===== src/rtl/core_pkg.sv =====
// Shared types and helpers for the D-stage branch forwarding/hazard unit.
package core_pkg;

    // Architectural register address width; x0 never forwards.
    localparam int REG_AW = 5;

    // Width of a forward-select code: 0 = regfile, k+1 = tracker slot k.
    function automatic int fwd_sel_w(input int depth);
        return $clog2(depth + 1);
    endfunction

    // One in-flight downstream instruction as seen by the tracker.
    typedef struct packed {
        logic              vld;
        logic [REG_AW-1:0] rd;
        logic              wren;
        logic              is_load;
    } fwd_slot_t;

    localparam fwd_slot_t SLOT_EMPTY = '{
        vld:     1'b0,
        rd:      {REG_AW{1'b0}},
        wren:    1'b0,
        is_load: 1'b0
    };

endpackage


===== src/rtl/br_fwd_hazard_unit_src_match.sv =====
// Per-operand producer match: picks the youngest tracker slot writing the
// operand's register and decides whether its data can be forwarded yet.
module fwd_src_match
    import core_pkg::*;
#(
    parameter int FWD_DEPTH = 3,
    parameter int LOAD_LAT  = 1,
    parameter int SELW      = 2
) (
    input  fwd_slot_t [FWD_DEPTH-1:0] i_slots,
    input  logic [REG_AW-1:0]         i_rs_addr,
    input  logic                      i_rs_used,
    input  logic                      i_valid,
    output logic [SELW-1:0]           o_fwd_sel,
    output logic                      o_stall
);

    logic [FWD_DEPTH-1:0] hit_s;
    logic                 hit_any_s;
    logic [SELW-1:0]      win_idx_s;
    logic                 win_load_s;
    logic                 win_ready_s;

    // Per-slot hit: a live writer of a non-zero register that D really reads.
    always_comb begin
        hit_s = {FWD_DEPTH{1'b0}};
        for (int k = 0; k < FWD_DEPTH; k++) begin
            hit_s[k] = i_slots[k].vld & i_slots[k].wren
                     & (i_slots[k].rd == i_rs_addr)
                     & (i_rs_addr != {REG_AW{1'b0}})
                     & i_rs_used & i_valid;
        end
    end

    // Scan oldest to youngest so the youngest hit overwrites older ones.
    always_comb begin
        hit_any_s  = 1'b0;
        win_idx_s  = {SELW{1'b0}};
        win_load_s = 1'b0;
        for (int k = FWD_DEPTH - 1; k >= 0; k--) begin
            hit_any_s  = hit_s[k] ? 1'b1              : hit_any_s;
            win_idx_s  = hit_s[k] ? SELW'(k)          : win_idx_s;
            win_load_s = hit_s[k] ? i_slots[k].is_load : win_load_s;
        end
        // Load data only exists from LOAD_LAT onwards; ALU results are always ready.
        win_ready_s = ~win_load_s | (win_idx_s >= SELW'(LOAD_LAT));
    end

    // Forward from the winner when ready, otherwise request a stall.
    always_comb begin
        if (hit_any_s && win_ready_s) begin
            o_fwd_sel = win_idx_s + SELW'(1);
            o_stall   = 1'b0;
        end else if (hit_any_s) begin
            o_fwd_sel = {SELW{1'b0}};
            o_stall   = 1'b1;
        end else begin
            o_fwd_sel = {SELW{1'b0}};
            o_stall   = 1'b0;
        end
    end

endmodule


===== src/rtl/br_fwd_hazard_unit.sv =====
// D-stage forwarding/hazard unit for branch operand comparison: tracks
// downstream destination writes, selects forward sources per operand,
// stalls on not-yet-ready load data and counts stall cycles.
module br_fwd_hazard_unit
    import core_pkg::*;
#(
    parameter  int NUM_SRC   = 2,
    parameter  int FWD_DEPTH = 3,
    parameter  int LOAD_LAT  = 1,
    parameter  int CNT_W     = 16,
    localparam int SELW      = fwd_sel_w(FWD_DEPTH)
) (
    input  logic                      i_clk,
    input  logic                      i_reset,
    input  logic [NUM_SRC*REG_AW-1:0] i_rs_addr_D,
    input  logic [NUM_SRC-1:0]        i_rs_used_D,
    input  logic                      i_valid_D,
    input  logic [REG_AW-1:0]         i_rd_addr_D,
    input  logic                      i_rd_wren_D,
    input  logic                      i_is_load_D,
    input  logic                      i_flush,
    input  logic                      i_hold,
    output logic [NUM_SRC*SELW-1:0]   o_fwd_sel,
    output logic                      o_stall_D,
    output logic [CNT_W-1:0]          o_stall_cnt
);

    // A load could never become forwardable inside the tracker.
    if (LOAD_LAT >= FWD_DEPTH) begin : g_bad_load_lat
        $error("br_fwd_hazard_unit: LOAD_LAT must be smaller than FWD_DEPTH");
    end

    localparam logic [CNT_W-1:0] CNT_MAX = {CNT_W{1'b1}};

    fwd_slot_t [FWD_DEPTH-1:0] slot_q;
    fwd_slot_t [FWD_DEPTH-1:0] slot_d;
    fwd_slot_t [FWD_DEPTH-1:0] slot_view_s;
    logic [CNT_W-1:0]          stall_cnt_q;
    logic [CNT_W-1:0]          stall_cnt_d;
    logic [NUM_SRC-1:0]        stall_vec_s;
    logic                      stall_s;

    // While reset is asserted the decision logic already sees an empty tracker.
    always_comb begin
        for (int k = 0; k < FWD_DEPTH; k++) begin
            if (i_reset) begin
                slot_view_s[k] = SLOT_EMPTY;
            end else begin
                slot_view_s[k] = slot_q[k];
            end
        end
    end

    for (genvar n = 0; n < NUM_SRC; n++) begin : g_src
        fwd_src_match #(
            .FWD_DEPTH (FWD_DEPTH),
            .LOAD_LAT  (LOAD_LAT),
            .SELW      (SELW)
        ) u_match (
            .i_slots   (slot_view_s),
            .i_rs_addr (i_rs_addr_D[n*REG_AW +: REG_AW]),
            .i_rs_used (i_rs_used_D[n]),
            .i_valid   (i_valid_D),
            .o_fwd_sel (o_fwd_sel[n*SELW +: SELW]),
            .o_stall   (stall_vec_s[n])
        );
    end

    assign stall_s     = |stall_vec_s;
    assign o_stall_D   = stall_s;
    assign o_stall_cnt = stall_cnt_q;

    // Next tracker/counter state: shift unless frozen; stall or flush enters a bubble.
    always_comb begin
        slot_d      = slot_q;
        stall_cnt_d = stall_cnt_q;
        if (i_hold) begin
            slot_d      = slot_q;
            stall_cnt_d = stall_cnt_q;
        end else begin
            for (int k = 1; k < FWD_DEPTH; k++) begin
                slot_d[k] = slot_q[k-1];
            end
            slot_d[0] = '{
                vld:     i_valid_D & ~i_flush & ~stall_s,
                rd:      i_rd_addr_D,
                wren:    i_rd_wren_D,
                is_load: i_is_load_D
            };
            if (stall_s && (stall_cnt_q != CNT_MAX)) begin
                stall_cnt_d = stall_cnt_q + {{(CNT_W-1){1'b0}}, 1'b1};
            end else begin
                stall_cnt_d = stall_cnt_q;
            end
        end
    end

    // State registers with synchronous reset to an empty tracker and zero count.
    always_ff @(posedge i_clk) begin
        if (i_reset) begin
            for (int k = 0; k < FWD_DEPTH; k++) begin
                slot_q[k] <= SLOT_EMPTY;
            end
            stall_cnt_q <= {CNT_W{1'b0}};
        end else begin
            slot_q      <= slot_d;
            stall_cnt_q <= stall_cnt_d;
        end
    end

endmodule


===== config.mk =====
export PLATFORM = sky130hd
export DESIGN_NAME = br_fwd_hazard_unit
export DESIGN_NICKNAME = d
export VERILOG_FILES = /design/src/rtl/core_pkg.sv /design/src/rtl/br_fwd_hazard_unit_src_match.sv /design/src/rtl/br_fwd_hazard_unit.sv
export SDC_FILE = /design/constraint.sdc
export NUM_CORES = 1
export LEC_CHECK = 0
export BUFFER_PORTS_ARGS = -buffer_cell sky130_fd_sc_hd__buf_4
export CAP_MARGIN = 20
export CORE_ASPECT_RATIO = 0.8
export CORE_MARGIN = 2
export CORE_UTILIZATION = 51
export CTS_BUF_LIST = sky130_fd_sc_hd__clkbuf_16
export DETAILED_ROUTE_END_ITERATION = 16
export PLACE_DENSITY = 0.76
export REMOVE_ABC_BUFFERS = 1
export SYNTH_ARGS = -nofsm -noshare
export SYNTH_HDL_FRONTEND = slang
export SYNTH_SLANG_ARGS = --single-unit

===== constraint.sdc =====
create_clock -name i_clk -period 2.9 [get_ports i_clk]
set_input_delay 0.29 -clock i_clk [delete_from_list [all_inputs] [get_ports i_clk]]
set_output_delay 0.29 -clock i_clk [all_outputs]
set_load 0.1 [all_outputs]

# [Word level (Yosys, flattened, before mapping)]
# Index checks and enable logic that the tools add are counted.
[word_totals] input_bits=24 elab_cells=95 regBits=40
[op_classes] addsub=3 bitwise_logic=36 order_cmp=2 n_reduce_logical=7 eq_ne=7 mux=27
[ops] operator="5-bit == test" count=6
[ops] operator="1-bit AND" count=29
[ops] operator="8-bit two-way mux" count=3
[ops] operator="16-bit by 1-bit adder with 16-bit output (second input constant)" count=1
[ops] operator="1-bit two-way mux" count=16
[ops] operator="2-bit two-way mux" count=8
[ops] operator="16-bit inequality test (second input constant)" count=1
[ops] operator="5-bit nonzero test" count=2
[ops] operator="1-bit inverter" count=5
[ops] operator="2-bit by 1-bit adder with 2-bit output (second input constant)" count=2
[ops] operator="2-bit by 1-bit >= comparator with 1-bit output (second input constant)" count=2
[ops] operator="1-bit logical AND" count=3
[ops] operator="1-bit OR" count=2
[ops] operator="2-bit AND reduction" count=1
[ops] operator="2-bit OR reduction" count=1

# [Longest topological paths before layout]
[depth] word_depth=16 depth_mapped=16 mapped_depth_nobuf=11

# [By module]
# Synthesis repeated with hierarchy kept, for this count alone.
[unflattened] hier_cells=288 hier_area_um2=2553.7
[modules_own_cells] module="br_fwd_hazard_unit" n_inst=1 cells_per_inst=204 area_per_inst_um2=1890.6
[modules_own_cells] module="fwd_src_match" n_inst=2 cells_per_inst=42 area_per_inst_um2=331.6

# [Least setup slack after synthesis]
# Ideal clock, no wire load.
[synth_path] path_type="input to output" from="in i_reset" to="out o_stall_D" cell_stages=12 path_slack_ps=-1386 required_time_ps=2610 n_path_buf=3 t_arrival_ps=3996 path_cell_list="buf_6 -> buf_4 -> nor4b_2 -> a32o_1 -> a21oi_1 -> or3_1 -> clkbuf_1 -> nand3_1 -> ha_1 -> inv_1 -> a21o_1 -> o21ai_0"
[synth_between] elab_chain_len=14 word_cells_on_any_way=67 classes_between="order compare: 2; eq/ne: 6; mux: 25; bitwise: 31; reduce/logical: 3"
[synth_rtl] element="from (decl)" line="br_fwd_hazard_unit.sv:14" text="input logic i_reset,"
[synth_rtl] element="8-bit two-way mux" line="br_fwd_hazard_unit.sv:46" text="if (i_reset) begin"
[synth_rtl] element="5-bit == test / 1-bit AND (equally long branches)" line="br_fwd_hazard_unit_src_match.sv:29, br_fwd_hazard_unit_src_match.sv:28"
[synth_rtl] element="1-bit AND" line="br_fwd_hazard_unit_src_match.sv:29" text="& (i_slots[k].rd == i_rs_addr)"
[synth_rtl] element="1-bit AND" line="br_fwd_hazard_unit_src_match.sv:30" text="& (i_rs_addr != {REG_AW{1'b0}})"
[synth_rtl] element="1-bit AND (2 in series)" line="br_fwd_hazard_unit_src_match.sv:31" text="& i_rs_used & i_valid;"
[synth_rtl] element="2-bit two-way mux / 1-bit two-way mux (equally long branches) (3 in series)" line="br_fwd_hazard_unit_src_match.sv:42, br_fwd_hazard_unit_src_match.sv:43"
[synth_rtl] element="2-bit by 1-bit >= comparator with 1-bit output / 1-bit inverter (equally long branches)" line="br_fwd_hazard_unit_src_match.sv:46" text="win_ready_s = ~win_load_s | (win_idx_s >= SELW'(LOAD_LAT));"
[synth_rtl] element="1-bit OR" line="br_fwd_hazard_unit_src_match.sv:46"
[synth_rtl] element="1-bit logical AND" line="br_fwd_hazard_unit_src_match.sv:51" text="if (hit_any_s && win_ready_s) begin"
[synth_rtl] element="1-bit two-way mux" line="br_fwd_hazard_unit_src_match.sv:51"
[synth_rtl] element="2-bit OR reduction *" line="br_fwd_hazard_unit.sv:69" text="assign stall_s = |stall_vec_s;"
[synth_rtl] element="to (decl)" line="br_fwd_hazard_unit.sv:24" text="output logic o_stall_D,"
# Every way passes the cells marked *; elsewhere a longest branch is shown, timed or not.

# [Final worst setup path]
[layout_path] from="in i_reset" to="out o_fwd_sel[3]"
[layout_between] elab_chain_len=13 word_cells_on_any_way=36 classes_between="add/sub: 1; order compare: 1; eq/ne: 3; mux: 13; bitwise: 17; reduce/logical: 1"
[layout_rtl] element="8-bit two-way mux" line="br_fwd_hazard_unit.sv:46"
[layout_rtl] element="5-bit == test / 1-bit AND (equally long branches)" line="br_fwd_hazard_unit_src_match.sv:29, br_fwd_hazard_unit_src_match.sv:28"
[layout_rtl] element="1-bit AND" line="br_fwd_hazard_unit_src_match.sv:29"
[layout_rtl] element="1-bit AND" line="br_fwd_hazard_unit_src_match.sv:30"
[layout_rtl] element="1-bit AND (2 in series)" line="br_fwd_hazard_unit_src_match.sv:31"
[layout_rtl] element="2-bit two-way mux / 1-bit two-way mux (equally long branches) (3 in series)" line="br_fwd_hazard_unit_src_match.sv:42, br_fwd_hazard_unit_src_match.sv:43"
[layout_rtl] element="2-bit by 1-bit >= comparator with 1-bit output / 1-bit inverter (equally long branches)" line="br_fwd_hazard_unit_src_match.sv:46"
[layout_rtl] element="1-bit OR" line="br_fwd_hazard_unit_src_match.sv:46"
[layout_rtl] element="1-bit logical AND" line="br_fwd_hazard_unit_src_match.sv:51"
[layout_rtl] element="2-bit two-way mux *" line="br_fwd_hazard_unit_src_match.sv:51"
[layout_rtl] element="to (decl)" line="br_fwd_hazard_unit.sv:23" text="output logic [NUM_SRC*SELW-1:0] o_fwd_sel,"
# Marked as above.

==> metrics <==
Post-DP HPWL=5.23 mm; top-count cell post-synth=nor2_1; final worst-path cycle share=99.5%; Synth Cell Area=~0.0028 mm^2; placed insts=between 400 and 500; Max Clk Rate=~350 MHz; Core ar.=approximately 0.0051 mm^2; Setup CP Type=input port to output port; maximum buffer depth of the clock tree=2; Post-synth ARST share=0%; largest net degree at the start of global routing=29; CP Launch Type=input port; fin worst setup slack=~0.016 ns; Critical R2R Launch=slot_q[5]; Final Hold Fails=0; Clock Root Buffer=clkbuf_16; Die Y=around 70 um; power share of the combinational group=between 10% and 20%; Cell Rows=23; first-pass GRT wire length=11.4 mm; crit path max fanout=14; RD Place Congestion=approximately 0.95; synth top area cells=dfxtp_1 29%, mux2i_1 9.1%, nor2_1 6.1%; Post-synth top cells=45 x nor2_1, 40 x dfxtp_1, 25 x mux2i_1, 18 x nand2_1, 17 x xnor2_1; syn avg cell area=between 8 and 9 um^2; post-synth top area share=between 20% and 30%; ant diodes=0; DIE AREA=0.00600 mm^2; area leader, netlist=dfxtp_1; vias per cell=approximately 6.1; final setup fails=0; H-tree lvl count=2; Reg2Reg Setup Slack=0.08 ns; number of global-route vias before repair=approximately 2300; share of layout cells above drive strength 1=about 33%; Final Hold Slack=between 0.2 and 0.25 ns; Layout Cells excl Fill=between 400 and 500; class of the worst hold path=input port to flop; Starting Density=a little over half; Synth Register Bits=40; max cap viols=0; Pleak=roughly 1.4 nW; net switching power=between 0.3 and 0.4 mW; Synth Flop Type=dfxtp_1; Final Max Slew Viols=0; Synth Instances=roughly 340; GRT overflow=0; Final Util=between 70 and 80%; Pwr Density=360 mW/mm^2; drt first-iter violations=roughly 200; Worst Reg-to-Reg Cells=12; dpl cell area=0.00322 mm^2; # nets final=approximately 420; antenna-violating nets left=0; unrepaired setup endpoints after global routing=yes; Crit path arrival time=2.59 ns; clock-pin slew on the worst setup and hold paths=around 0.06 ns; routed length per placed instance=between 15 and 20 um; critical path data required time=~2.6 ns; chip width=approximately 86 um; DRT Pass-1 Iters=4; Reg power frac=44.5%; Netlist cell types=between 50 and 60; crit end category=output port; Filler Cell Count=380; outcome=finished, final reports clean; r2r endpoint=o_stall_cnt[8]; Net Sw Frac=25.7%; worst slew pin tran=roughly 0.83 ns; clk sinks=40; critical path launch point=i_reset; routed vias=2737; Clock Skews=0.00338 ns; clk_lat worst skew=0.28 ns; EDFF count, synth=0; GRT Util Overall=23.6%; register area share after synthesis=between 20 and 30%; post-layout instance area=0.00361 mm^2; max_slew headroom=44.9%; I/O Pins=45; clock power share=between 40% and 50%; Int Power=roughly 0.96 mW; CTS tree=yes; Port Buffers=44; minimum clock period after layout=between 2 and 3 ns; routed wl met2=about 3.4 mm; P&R area growth vs syn=31.1%; CTS buffer count=5; DR top layer=met4; Met3 Wirelength=approximately 480 um; DRC=0; metal1 wirelength=between 3 and 4 mm; crit path to=o_fwd_sel[3]; Synth Warn #=0; peak supply drop=~0.33 mV; Post-Route WL=7.36 mm; Post-Place Worst Slack=-0.0794 ns; initial antenna violation count=0
[timing repair]
| item | in CTS | in global routing |
|---|---|---|
| setup endpoints to repair | 10 | 20 |
| cloned | 0 | 0 |
| hold buffers | 0 | 0 |
| buffers inserted | 4 | 2 |
| resized for setup | 10 | 39 |
| pin swaps | 2 | 10 |
[flip-flops by register name, indices dropped and copies added (netlist names)]
register     flops
slot_q          24
o_stall_cnt     16
[layout make-up]
type	count	area, um^2	area share, %
multi-input combinational	261	1930	53.6
sequential	40	817	22.7
timing repair buffer	75	618	17.1
clock buffer	5	125	3.47
tap	62	77.6	2.15
inverter	6	22.5	0.624
clock inverter	2	12.5	0.347
[layout by cell type, fill, tap and decap left out, types with 4 or more instances in the layout]
| cell | instances |
|---|---|
| buf_4 | 68 |
| nor2_1 | 45 |
| dfxtp_1 | 33 |
| mux2i_1 | 25 |
| nand2_1 | 18 |
| xnor2_1 | 17 |
| nand3_1 | 12 |
| o21ai_0 | 10 |
| and3_1 | 9 |
| a21oi_1 | 8 |
| o31ai_1 | 8 |
| or4_1 | 8 |
| inv_1 | 6 |
| a21oi_2 | 5 |
| o21a_1 | 5 |
| clkbuf_16 | 5 |
| nor3_1 | 4 |
| nand3b_1 | 4 |
| a31oi_1 | 4 |
| nand4_1 | 4 |
| xor2_1 | 4 |
| dfxtp_2 | 4 |
[power by group through the flow]
stage          clock (mW)  sequential [mW]  combinational, mW
6_report            0.530            0.578              0.190
5_1_grt             0.566            0.579              0.206
4_1_cts             0.537            0.578              0.176
3_5_place_dp            0            0.590              0.173
3_3_place_gp            0            0.589              0.169
2_1_floorplan           0            0.586             0.0770
[routing by layer]
layer  vias up  track usage (%)
li1       1339                -
met2        81             33.1
met4         0             6.70
met1      1313             35.9
met3         4             4.76
met5         -                0
[logic make-up after synthesis]
kind of cell / after synthesis / synth area share, %
and+or+nand+nor: 141 / 28.5
DFF: 40 / 29.1
adders and majority gates: 3 / 1.36
muxes: 26 / 9.50
xor gates and xnor gates: 21 / 6.68
buffers and inverters: 38 / 6.41
AOI/OAI and AO/OA: 70 / 18.5
[worst max-delay path, cell delays in order]
cell and delay, ns:
buf_4 0.18, buf_12 0.16, o21bai_1 0.15, a22o_1 0.24, o2111a_1 0.28, and2_4 0.19, nor2b_1 0.17, nand2b_1 0.09
ha_2 0.20, o311ai_2 0.08, buf_4 0.19, o311a_4 0.20, buf_12 0.17
[stage by stage]
stage          setup TNS (ns)  total power [mW]
2_1_floorplan           -2.05             0.663
3_3_place_gp                0             0.758
3_5_place_dp           -0.317             0.762
4_1_cts                     0              1.29
5_1_grt                -0.330              1.35
6_report                    0              1.30
[worst min-delay path by stage]
| stage | from | endpoint | slack (ns) | depth (start not counted) |
|---|---|---|---|---|
| after global placement | slot_q[16] | slot_q[16] | 0.47 | 2 |
| final | i_rd_addr_D[1] | slot_q[3] | 0.24 | 3 |
| after detailed placement | slot_q[16] | slot_q[16] | 0.49 | 2 |
| after global routing | i_rd_addr_D[1] | slot_q[3] | 0.25 | 3 |
| after floorplan | i_reset | o_stall_cnt[11] | 0.36 | 1 |
| after CTS | i_rd_addr_D[1] | slot_q[3] | 0.24 | 3 |
No activity file was read; power rests on OpenSTA's default activity.
